[src/rtl/gpu_bus_pkg.sv]
// Shared register offsets, fill targets and FSM encoding for the GPU bus sequencer.
package gpu_bus_pkg;

  localparam logic [3:0] REG_TILE_PTR_LO = 4'h0;
  localparam logic [3:0] REG_TILE_PTR_HI = 4'h1;
  localparam logic [3:0] REG_TILE_DATA   = 4'h2;
  localparam logic [3:0] REG_ATTR_PTR_LO = 4'h3;
  localparam logic [3:0] REG_ATTR_PTR_HI = 4'h4;
  localparam logic [3:0] REG_ATTR_DATA   = 4'h5;
  localparam logic [3:0] REG_COLOR_PTR   = 4'h6;
  localparam logic [3:0] REG_COLOR_DATA  = 4'h7;
  localparam logic [3:0] REG_STEP        = 4'h8;
  localparam logic [3:0] REG_FILL_VALUE  = 4'h9;
  localparam logic [3:0] REG_FILL_LEN_LO = 4'hA;
  localparam logic [3:0] REG_FILL_LEN_HI = 4'hB;
  localparam logic [3:0] REG_FILL_GO     = 4'hC;

  localparam logic [1:0] TGT_TILE  = 2'd0;
  localparam logic [1:0] TGT_ATTR  = 2'd1;
  localparam logic [1:0] TGT_COLOR = 2'd2;

  localparam int unsigned FILL_LEN_WIDTH = 12;

  typedef enum logic {
    ST_IDLE = 1'b0,
    ST_FILL = 1'b1
  } state_t;

endpackage

[src/rtl/cs_strobe_sync.sv]
// Brings the asynchronous cs_clock strobe into the core clock domain, keeps the
// bus aligned with it, and produces a one-cycle commit pulse on its falling edge.
module cs_strobe_sync #(
  parameter int unsigned SYNC_STAGES = 2
) (
  input  logic       clk,
  input  logic       rst,
  input  logic [7:0] data,
  input  logic [3:0] addr,
  input  logic       rw,
  input  logic       cs_clock,
  output logic [7:0] held_data,
  output logic [3:0] held_addr,
  output logic       commit_c
);

  logic [SYNC_STAGES-1:0] cs_sync;
  logic [SYNC_STAGES-1:0] rw_dly;
  logic [7:0]             data_dly [SYNC_STAGES];
  logic [3:0]             addr_dly [SYNC_STAGES];
  logic                   cs_s;
  logic                   cs_d;
  logic                   held_rw;

  assign cs_s = cs_sync[SYNC_STAGES-1];

  // Strobe synchronizer plus a matching-depth delay line for the bus
  always_ff @(posedge clk or posedge rst) begin
    if (rst) begin
      cs_sync <= '0;
      rw_dly  <= '0;
      for (int i = 0; i < int'(SYNC_STAGES); i++) begin
        data_dly[i] <= '0;
        addr_dly[i] <= '0;
      end
    end else begin
      cs_sync[0]  <= cs_clock;
      rw_dly[0]   <= rw;
      data_dly[0] <= data;
      addr_dly[0] <= addr;
      for (int i = 1; i < int'(SYNC_STAGES); i++) begin
        cs_sync[i]  <= cs_sync[i-1];
        rw_dly[i]   <= rw_dly[i-1];
        data_dly[i] <= data_dly[i-1];
        addr_dly[i] <= addr_dly[i-1];
      end
    end
  end

  // Hold the bus while the strobe is high so it is stable at the falling edge
  always_ff @(posedge clk or posedge rst) begin
    if (rst) begin
      cs_d      <= 1'b0;
      held_data <= '0;
      held_addr <= '0;
      held_rw   <= 1'b0;
    end else begin
      cs_d <= cs_s;
      if (cs_s) begin
        held_data <= data_dly[SYNC_STAGES-1];
        held_addr <= addr_dly[SYNC_STAGES-1];
        held_rw   <= rw_dly[SYNC_STAGES-1];
      end
    end
  end

  assign commit_c = cs_d & ~cs_s & ~held_rw;

endmodule

[src/rtl/gpu_bus_sequencer.sv]
// CPU register front end: pointer/data-port decode with auto-increment and a
// one-byte-per-clock block-fill engine feeding the tile/attribute/color memories.
module gpu_bus_sequencer
  import gpu_bus_pkg::*;
#(
  parameter int unsigned TILE_ADDR_WIDTH  = 11,
  parameter int unsigned ATTR_ADDR_WIDTH  = 12,
  parameter int unsigned COLOR_ADDR_WIDTH = 4,
  parameter int unsigned SYNC_STAGES      = 2
) (
  input  logic                        CLK100MHz,
  input  logic                        rst,
  input  logic [7:0]                  data,
  input  logic [3:0]                  addr,
  input  logic                        rw,
  input  logic                        cs_clock,
  output logic                        tile_memory_write_enable,
  output logic [TILE_ADDR_WIDTH-1:0]  tile_memory_write_addr,
  output logic [7:0]                  tile_memory_write_data,
  output logic                        attribute_memory_write_enable,
  output logic [ATTR_ADDR_WIDTH-1:0]  attribute_memory_write_addr,
  output logic [7:0]                  attribute_memory_write_data,
  output logic                        color_memory_write_enable,
  output logic [COLOR_ADDR_WIDTH-1:0] color_memory_write_addr,
  output logic [7:0]                  color_memory_write_data,
  output logic                        busy
);

  logic [7:0]                  held_data;
  logic [3:0]                  held_addr;
  logic                        commit_c;

  state_t                      state;
  logic [TILE_ADDR_WIDTH-1:0]  tile_ptr;
  logic [ATTR_ADDR_WIDTH-1:0]  attr_ptr;
  logic [COLOR_ADDR_WIDTH-1:0] color_ptr;
  logic [7:0]                  step;
  logic [7:0]                  fill_value;
  logic [FILL_LEN_WIDTH-1:0]   fill_len;
  logic [FILL_LEN_WIDTH-1:0]   cnt;
  logic [1:0]                  fill_tgt;

  cs_strobe_sync #(
    .SYNC_STAGES (SYNC_STAGES)
  ) u_sync (
    .clk       (CLK100MHz),
    .rst       (rst),
    .data      (data),
    .addr      (addr),
    .rw        (rw),
    .cs_clock  (cs_clock),
    .held_data (held_data),
    .held_addr (held_addr),
    .commit_c  (commit_c)
  );

  // Register decode, pointer stepping and fill engine; enables are one-cycle pulses
  always_ff @(posedge CLK100MHz or posedge rst) begin
    if (rst) begin
      state                         <= ST_IDLE;
      busy                          <= 1'b0;
      tile_ptr                      <= '0;
      attr_ptr                      <= '0;
      color_ptr                     <= '0;
      step                          <= 8'd1;
      fill_value                    <= '0;
      fill_len                      <= '0;
      cnt                           <= '0;
      fill_tgt                      <= '0;
      tile_memory_write_enable      <= 1'b0;
      tile_memory_write_addr        <= '0;
      tile_memory_write_data        <= '0;
      attribute_memory_write_enable <= 1'b0;
      attribute_memory_write_addr   <= '0;
      attribute_memory_write_data   <= '0;
      color_memory_write_enable     <= 1'b0;
      color_memory_write_addr       <= '0;
      color_memory_write_data       <= '0;
    end else begin
      tile_memory_write_enable      <= 1'b0;
      attribute_memory_write_enable <= 1'b0;
      color_memory_write_enable     <= 1'b0;
      case (state)
        ST_IDLE: begin
          if (commit_c) begin
            case (held_addr)
              REG_TILE_PTR_LO: tile_ptr[7:0] <= held_data;
              REG_TILE_PTR_HI: tile_ptr[TILE_ADDR_WIDTH-1:8] <= held_data[TILE_ADDR_WIDTH-9:0];
              REG_TILE_DATA: begin
                tile_memory_write_enable <= 1'b1;
                tile_memory_write_addr   <= tile_ptr;
                tile_memory_write_data   <= held_data;
                tile_ptr                 <= tile_ptr + TILE_ADDR_WIDTH'(step);
              end
              REG_ATTR_PTR_LO: attr_ptr[7:0] <= held_data;
              REG_ATTR_PTR_HI: attr_ptr[ATTR_ADDR_WIDTH-1:8] <= held_data[ATTR_ADDR_WIDTH-9:0];
              REG_ATTR_DATA: begin
                attribute_memory_write_enable <= 1'b1;
                attribute_memory_write_addr   <= attr_ptr;
                attribute_memory_write_data   <= held_data;
                attr_ptr                      <= attr_ptr + ATTR_ADDR_WIDTH'(step);
              end
              REG_COLOR_PTR: color_ptr <= held_data[COLOR_ADDR_WIDTH-1:0];
              REG_COLOR_DATA: begin
                color_memory_write_enable <= 1'b1;
                color_memory_write_addr   <= color_ptr;
                color_memory_write_data   <= held_data;
                color_ptr                 <= color_ptr + COLOR_ADDR_WIDTH'(step);
              end
              REG_STEP:        step           <= held_data;
              REG_FILL_VALUE:  fill_value     <= held_data;
              REG_FILL_LEN_LO: fill_len[7:0]  <= held_data;
              REG_FILL_LEN_HI: fill_len[11:8] <= held_data[3:0];
              REG_FILL_GO: begin
                if (held_data[1:0] != 2'd3 && fill_len != '0) begin
                  state    <= ST_FILL;
                  busy     <= 1'b1;
                  cnt      <= fill_len;
                  fill_tgt <= held_data[1:0];
                end
              end
              default: ;
            endcase
          end
        end
        ST_FILL: begin
          // CPU commits are dropped here; one fill byte per clock
          case (fill_tgt)
            TGT_TILE: begin
              tile_memory_write_enable <= 1'b1;
              tile_memory_write_addr   <= tile_ptr;
              tile_memory_write_data   <= fill_value;
              tile_ptr                 <= tile_ptr + TILE_ADDR_WIDTH'(step);
            end
            TGT_ATTR: begin
              attribute_memory_write_enable <= 1'b1;
              attribute_memory_write_addr   <= attr_ptr;
              attribute_memory_write_data   <= fill_value;
              attr_ptr                      <= attr_ptr + ATTR_ADDR_WIDTH'(step);
            end
            TGT_COLOR: begin
              color_memory_write_enable <= 1'b1;
              color_memory_write_addr   <= color_ptr;
              color_memory_write_data   <= fill_value;
              color_ptr                 <= color_ptr + COLOR_ADDR_WIDTH'(step);
            end
            default: ;
          endcase
          cnt <= cnt - FILL_LEN_WIDTH'(1);
          if (cnt == FILL_LEN_WIDTH'(1)) begin
            state <= ST_IDLE;
            busy  <= 1'b0;
          end
        end
        default: state <= ST_IDLE;
      endcase
    end
  end

endmodule

[config.mk]
export PLATFORM = sky130hd
export DESIGN_NAME = gpu_bus_sequencer
export DESIGN_NICKNAME = d
export VERILOG_FILES = /design/src/rtl/gpu_bus_pkg.sv /design/src/rtl/cs_strobe_sync.sv /design/src/rtl/gpu_bus_sequencer.sv
export SDC_FILE = /design/constraint.sdc
export NUM_CORES = 1
export LEC_CHECK = 0
export BUFFER_PORTS_ARGS = -buffer_cell sky130_fd_sc_hd__clkbuf_2
export CORE_ASPECT_RATIO = 1.4
export CORE_UTILIZATION = 42
export CTS_CLUSTER_SIZE = 10
export DETAILED_ROUTE_END_ITERATION = 8
export SYNTH_ARGS = -nofsm -noshare
export SYNTH_HDL_FRONTEND = slang
export SYNTH_SLANG_ARGS = --single-unit
export TNS_END_PERCENT = 20
[constraint.sdc]
create_clock -name CLK100MHz -period 5.3 [get_ports CLK100MHz]
set_input_delay 1.06 -clock CLK100MHz [delete_from_list [all_inputs] [get_ports CLK100MHz]]
set_output_delay 1.06 -clock CLK100MHz [all_outputs]
set_load 0.03 [all_outputs]
=== Yosys cells after proc, flatten, opt, wreduce, memory -nomap -nowiden ===
Index checks and enable logic that the tools add are counted.

* $add $sub $neg: 4
* Equality and inequality tests: 31
* Mux-type cells: 64
* Bitwise gates (word level): 5
* Reductions and logical operators: 19

{| class="wikitable"
|+ Operator list
! operator !! number
|-
| 12-bit two-way mux || 8
|-
| 8-bit case mux with 2 select lines || 5
|-
| 8-bit two-way mux || 9
|-
| 12-bit case mux with 2 select lines || 3
|-
| 11-bit two-way mux || 5
|-
| 11-bit case mux with 2 select lines || 2
|-
| 3-bit AND reduction || 13
|-
| 4-bit case mux with 2 select lines || 4
|-
| 4-bit == test, second input constant || 5
|-
| 4-bit two-way mux || 5
|-
| 1-bit two-way mux || 17
|-
| 4-bit by 3-bit == test with 1-bit output, second input constant || 4
|-
| 2-bit by 1-bit inequality test with 1-bit output, second input constant || 8
|-
| 3-bit by 1-bit inequality test with 1-bit output, second input constant || 5
|-
| 12-bit by 8-bit adder with 12-bit output || 1
|-
| 12-bit by 1-bit == test with 1-bit output, second input constant || 1
|-
| 12-bit nonzero test || 1
|-
| 12-bit by 1-bit subtractor with 12-bit output, second input constant || 1
|-
| 11-bit by 8-bit adder with 11-bit output || 1
|-
| 1-bit case mux with 2 select lines || 5
|-
| 4-bit by 2-bit == test with 1-bit output, second input constant || 2
|-
| 4-bit AND reduction || 2
|-
| 2-bit inequality test, second input constant || 3
|-
| 3-bit case mux with 2 select lines || 1
|-
| 9 further kinds || 12
|}

* Flip-flop bits (word level): 167
* Word-level logic and storage cells: 155

=== Longest topological paths before layout ===
* Word-level depth: 6
* Depth in mapped cells: 9
* Depth with buffers taken out: 8

=== Hierarchy ===
A second synthesis with hierarchy kept.

* Cell total of the unflattened synthesis: 654
* Area total of the unflattened synthesis: 7603.5 µm²

{| class="wikitable"
|+ By module, submodules not included
! module !! times used !! cells an instance !! area each (µm²)
|-
| gpu_bus_sequencer || 1 || 596 || 6383.6
|-
| cs_strobe_sync || 1 || 58 || 1219.9
|}

=== Least setup slack after synthesis ===
OpenSTA, ideal clock, no wires.

* Kind: reg2reg
* Start: register step[0]
* End: register tile_ptr[10]
* Arrival: 2340 ps
* Path slack: 2892 ps
* Cell stages (with the launch flop): 9
* Path through: dfstp_2 -> ha_1 -> inv_1 -> fa_1 -> and3b_1 -> a2111oi_0 -> o31a_1 -> or4b_1 -> nand3_1

* Longest elaborated chain between the ends: 4

{| class="wikitable"
|+ Ends and longest elaborated chain
! what !! line !! text
|-
| start, declared || gpu_bus_sequencer.sv:37 || <nowiki>logic [7:0] step;</nowiki>
|-
| start signal, assigned || gpu_bus_sequencer.sv:110 || <nowiki>REG_STEP: step <= held_data;</nowiki>
|-
| 11-bit by 8-bit adder with 11-bit output (*) || gpu_bus_sequencer.sv:93, gpu_bus_sequencer.sv:133 ||
|-
| 3-bit case mux with 2 select lines || gpu_bus_sequencer.sv:86 || <nowiki>case (held_addr)</nowiki>
|-
| 11-bit two-way mux || gpu_bus_sequencer.sv:85 || <nowiki>if (commit_c) begin</nowiki>
|-
| 11-bit case mux with 2 select lines (*) || gpu_bus_sequencer.sv:83 || <nowiki>case (state)</nowiki>
|-
| end signal, assigned by index || gpu_bus_sequencer.sv:88 || <nowiki>REG_TILE_PTR_HI: tile_ptr[TILE_ADDR_WIDTH-1:8] <= held_data[TILE_ADDR_WIDTH-9:0];</nowiki>
|-
| end signal, assigned || gpu_bus_sequencer.sv:93 || <nowiki>tile_ptr <= tile_ptr + TILE_ADDR_WIDTH'(step);</nowiki>
|-
| end signal, assigned || gpu_bus_sequencer.sv:133 || <nowiki>tile_ptr <= tile_ptr + TILE_ADDR_WIDTH'(step);</nowiki>
|-
| end, declared || gpu_bus_sequencer.sv:34 || <nowiki>logic [TILE_ADDR_WIDTH-1:0] tile_ptr;</nowiki>
|}

Mark *: on every way between the ends. The rest lies on a longest branch, timed or not. The select of a mux whose other input is x is not followed.
A chain may end at the register's enable or synchronous reset.

=== Worst setup path after layout ===
* Start: register u_sync.cs_sync[1]
* End: register tile_memory_write_data[1]

* Longest elaborated chain between the ends: 5

{| class="wikitable"
|+ Ends and longest elaborated chain
! what !! line !! text
|-
| start, declared || cs_strobe_sync.sv:17 || <nowiki>logic [SYNC_STAGES-1:0] cs_sync;</nowiki>
|-
| start signal, assigned by index || cs_strobe_sync.sv:42 || <nowiki>cs_sync[i] <= cs_sync[i-1];</nowiki>
|-
| 1-bit inverter || cs_strobe_sync.sv:67 || <nowiki>assign commit_c = cs_d & ~cs_s & ~held_rw;</nowiki>
|-
| 1-bit AND (2 in series) || cs_strobe_sync.sv:67 ||
|-
| 2-bit inequality test (no line) || -- ||
|-
| 3-bit AND reduction (no line) || -- ||
|-
| end signal, assigned || gpu_bus_sequencer.sv:92 || <nowiki>tile_memory_write_data <= held_data;</nowiki>
|-
| end signal, assigned || gpu_bus_sequencer.sv:132 || <nowiki>tile_memory_write_data <= fill_value;</nowiki>
|-
| end, declared || gpu_bus_sequencer.sv:19 || <nowiki>output logic [7:0] tile_memory_write_data,</nowiki>
|}

No other way between the ends.

==> flow_summary.json <==
{
  "multiInputGateArea_mm2": 0.003228,
  "final_core_utilization": 0.5004,
  "via_count": 5327,
  "top_usage_layer": "met2",
  "synth-seq-cells": 167,
  "wire_per_inst_um": 16.69,
  "syn_avg_cell_area_um2": 10.99,
  "min_delay_path_depth": 0,
  "synth_edf_count": 0,
  "post-cts-setup-buffers": 0,
  "antenna_found_initial": 0,
  "fill_cells": 1612,
  "use_met1": 0.2342,
  "slew_violations": 0,
  "crit_path_max_incr_delay_ns": 0.88,
  "antenna_cells": 0,
  "cts_tree": "yes",
  "crit_arrival_ns": 3.36,
  "max_clock_freq_mhz": 325.1,
  "finalCritPeriodShare": 0.5804,
  "dp_hpwl_um": 11680,
  "yosysWarnings": 0,
  "hold_violations": 0,
  "power.leakage_uw": 0.004167,
  "cts_made_buffers": 17,
  "postCtsHoldBufs": 0,
  "critPathKind": "reg2reg",
  "drv_cap": 0,
  "yosys.cell_types.count": 70,
  "ir_drop_mv": 0.2158,
  "finalClockSkew_ns": 0.007946,
  "cts_buffer_depth": 2,
  "nets": 798,
  "core_area_mm2": 0.01754,
  "grt_usage": 0.1982,
  "tightest_slew_ns": 1.042,
  "overflow": 0,
  "crit_slowest_cell": "clkinv_1",
  "finalSetupViolations": 0,
  "critPathMaxFanout": 26,
  "grt_util_met2": 0.3432,
  "synthToLayoutAreaGrowth_pct": 15.41,
  "ys.flop_type": "dfrtp_1",
  "grt_pass1_vias": 5438,
  "clkTransAtPathRegs_ns": 0.06,
  "insertion_delay_ns": 0.43,
  "synth_cells": 692,
  "rsz0062_at_grt": "false",
  "place.gp.congestion": 0.8587,
  "die_w_um": 115.7,
  "status": "complete, no violations",
  "ios": 71,
  "cp-end-kind": "flop",
  "r2r_cells": 5,
  "ys_seq_area_frac": 0.5496,
  "period_minus_slack_ns": 3.076,
  "grt_max_degree": 168,
  "die_h_um": 161.2,
  "wirelength_um": 16810,
  "cts_num_sinks": 167,
  "clockRootBuffer": "clkbuf_16",
  "synth_nets": 732,
  "crit_required_ns": 5.59,
  "async_reset_ff_frac": 1.000,
  "antenna_left": 0,
  "drtIter0Drc": 358,
  "route.detailed.drc": 0,
  "hold_ws_ns": 0.3472,
  "fp-row-count": 57,
  "cts_resized": 0,
  "setup_tns_ns": 0,
  "drive_above_1_share": 0.2088,
  "h-tree-depth": 4,
  "syn_area_mm2": 0.007606,
  "grt_util_met3": 0.04278,
  "p_per_area_mw_per_mm2": 558.9,
  "startpoint_type": "flop",
  "via_per_inst": 5.290,
  "first_pass_iters": 4,
  "port_buffers": 70,
  "layout_common_cells": "166 x dfrtp_1, 111 x nand2_1, 70 x clkbuf_2",
  "start_util": 0.4335,
  "die-area_mm2": 0.01866,
  "cp_cell_sequence": "nor3b_2 -> a31oi_2 -> clkinv_1 -> nor2_1 -> a21oi_1",
  "regArea_mm2": 0.004180,
  "grt_first_pass_wirelength_um": 27970,
  "hp-class": "reg2reg",
  "timing.slew.headroom": 0.3050,
  "final_common_cell": "dfrtp_1"
}
-- worst paths after layout --
| kind | startpoint | end | slack (ns) |
|---|---|---|---|
| max in group asynchronous | rst | attribute_memory_write_data[5] | 3.75 |
| hold reg to reg | u_sync.data_dly[11] | u_sync.data_dly[3] | 0.35 |
| setup / recovery | u_sync.cs_sync[1] | tile_memory_write_data[1] | 2.22 |
| min in group asynchronous | rst | u_sync.data_dly[2] | 0.86 |
| setup reg to reg | u_sync.cs_sync[1] | tile_memory_write_data[1] | 2.22 |
| hold / removal | u_sync.data_dly[11] | u_sync.data_dly[3] | 0.35 |
-- sequential cells by signal, indices dropped and copies added (netlist names), 11 cells and up --
register                     count
cnt                             12
tile_memory_write_addr          11
attribute_memory_write_addr     12
tile_ptr                        11
u_sync.data_dly                 16
fill_len                        12
attr_ptr                        12
-- metrics by stage --
step           instance area (um^2)  setup slack, ns  std cells  power [uW]
2_1_floorplan                  7610            2.114        692        3216
3_3_place_gp                   8198            2.315        975        3667
3_5_place_dp                   8198            2.198        975        3733
4_1_cts                        8778            2.176       1007        4959
5_1_grt                        8778            1.883       1007        5233
6_report                       8778            2.224       1007        4906
-- power breakdown --
part	total, uW	switching (uW)	leakage, uW	internal [uW]
combinational	1720	1080	0.00181	640
sequential	1980	334	0.00208	1650
clock	1210	508	0.000276	699
total	4910	1920	0.00417	2990
-- critical path: cells and delay by family, from the launching register on --
kind	cells	cell delay, ns
buffers and inverters	1	0.88
AO/OA/AOI/OAI	2	0.74
flip-flops	1	0.79
AND/OR/NAND/NOR	2	0.51
-- layout make-up --
class | instances | area share
clock buffers | 19 | 0.04932
clock inverters | 13 | 0.01682
inverters | 22 | 0.009835
multi-input cells | 474 | 0.3677
flip-flops and latches | 167 | 0.4762
well taps | 236 | 0.03364
repair buffers | 76 | 0.04647
-- cells in the mapped netlist (9+ instances only) --
master    count  area share
inv_1        20      0.0099
nand2_1     111       0.055
a21oi_1      32       0.021
ha_1         21       0.035
mux2_2       41       0.061
a21o_1        9      0.0089
nor3_1       14      0.0092
xnor2_1      10       0.012
nor2_1       38       0.019
mux2i_1      26       0.034
dfrtp_1     166        0.55
a211oi_1      9      0.0089
clkbuf_1     19      0.0094
o21ai_0      44       0.029
xor2_1        9       0.010
-- routing by layer --
metal | up-vias | share of wire
li1 | 2561 | -
met1 | 2620 | 0.41
met2 | 108 | 0.53
met3 | 38 | 0.031
met4 | 0 | 0.033
met5 | - | 0
-- cells by family (layout without fill, tap and decap cells) --
group | Yosys count | count (layout) | share of synthesized area
buffers and inverters | 51 | 130 | 0.02649
AND/OR/NAND/NOR | 221 | 221 | 0.1385
AO/OA/AOI/OAI | 136 | 136 | 0.1158
flip-flops | 167 | 167 | 0.5496
adder cells (fa/ha/maj) | 24 | 24 | 0.04244
multiplexers | 74 | 74 | 0.1053
XOR/XNOR | 19 | 19 | 0.02188
No activity file was read; power rests on OpenSTA's default activity.
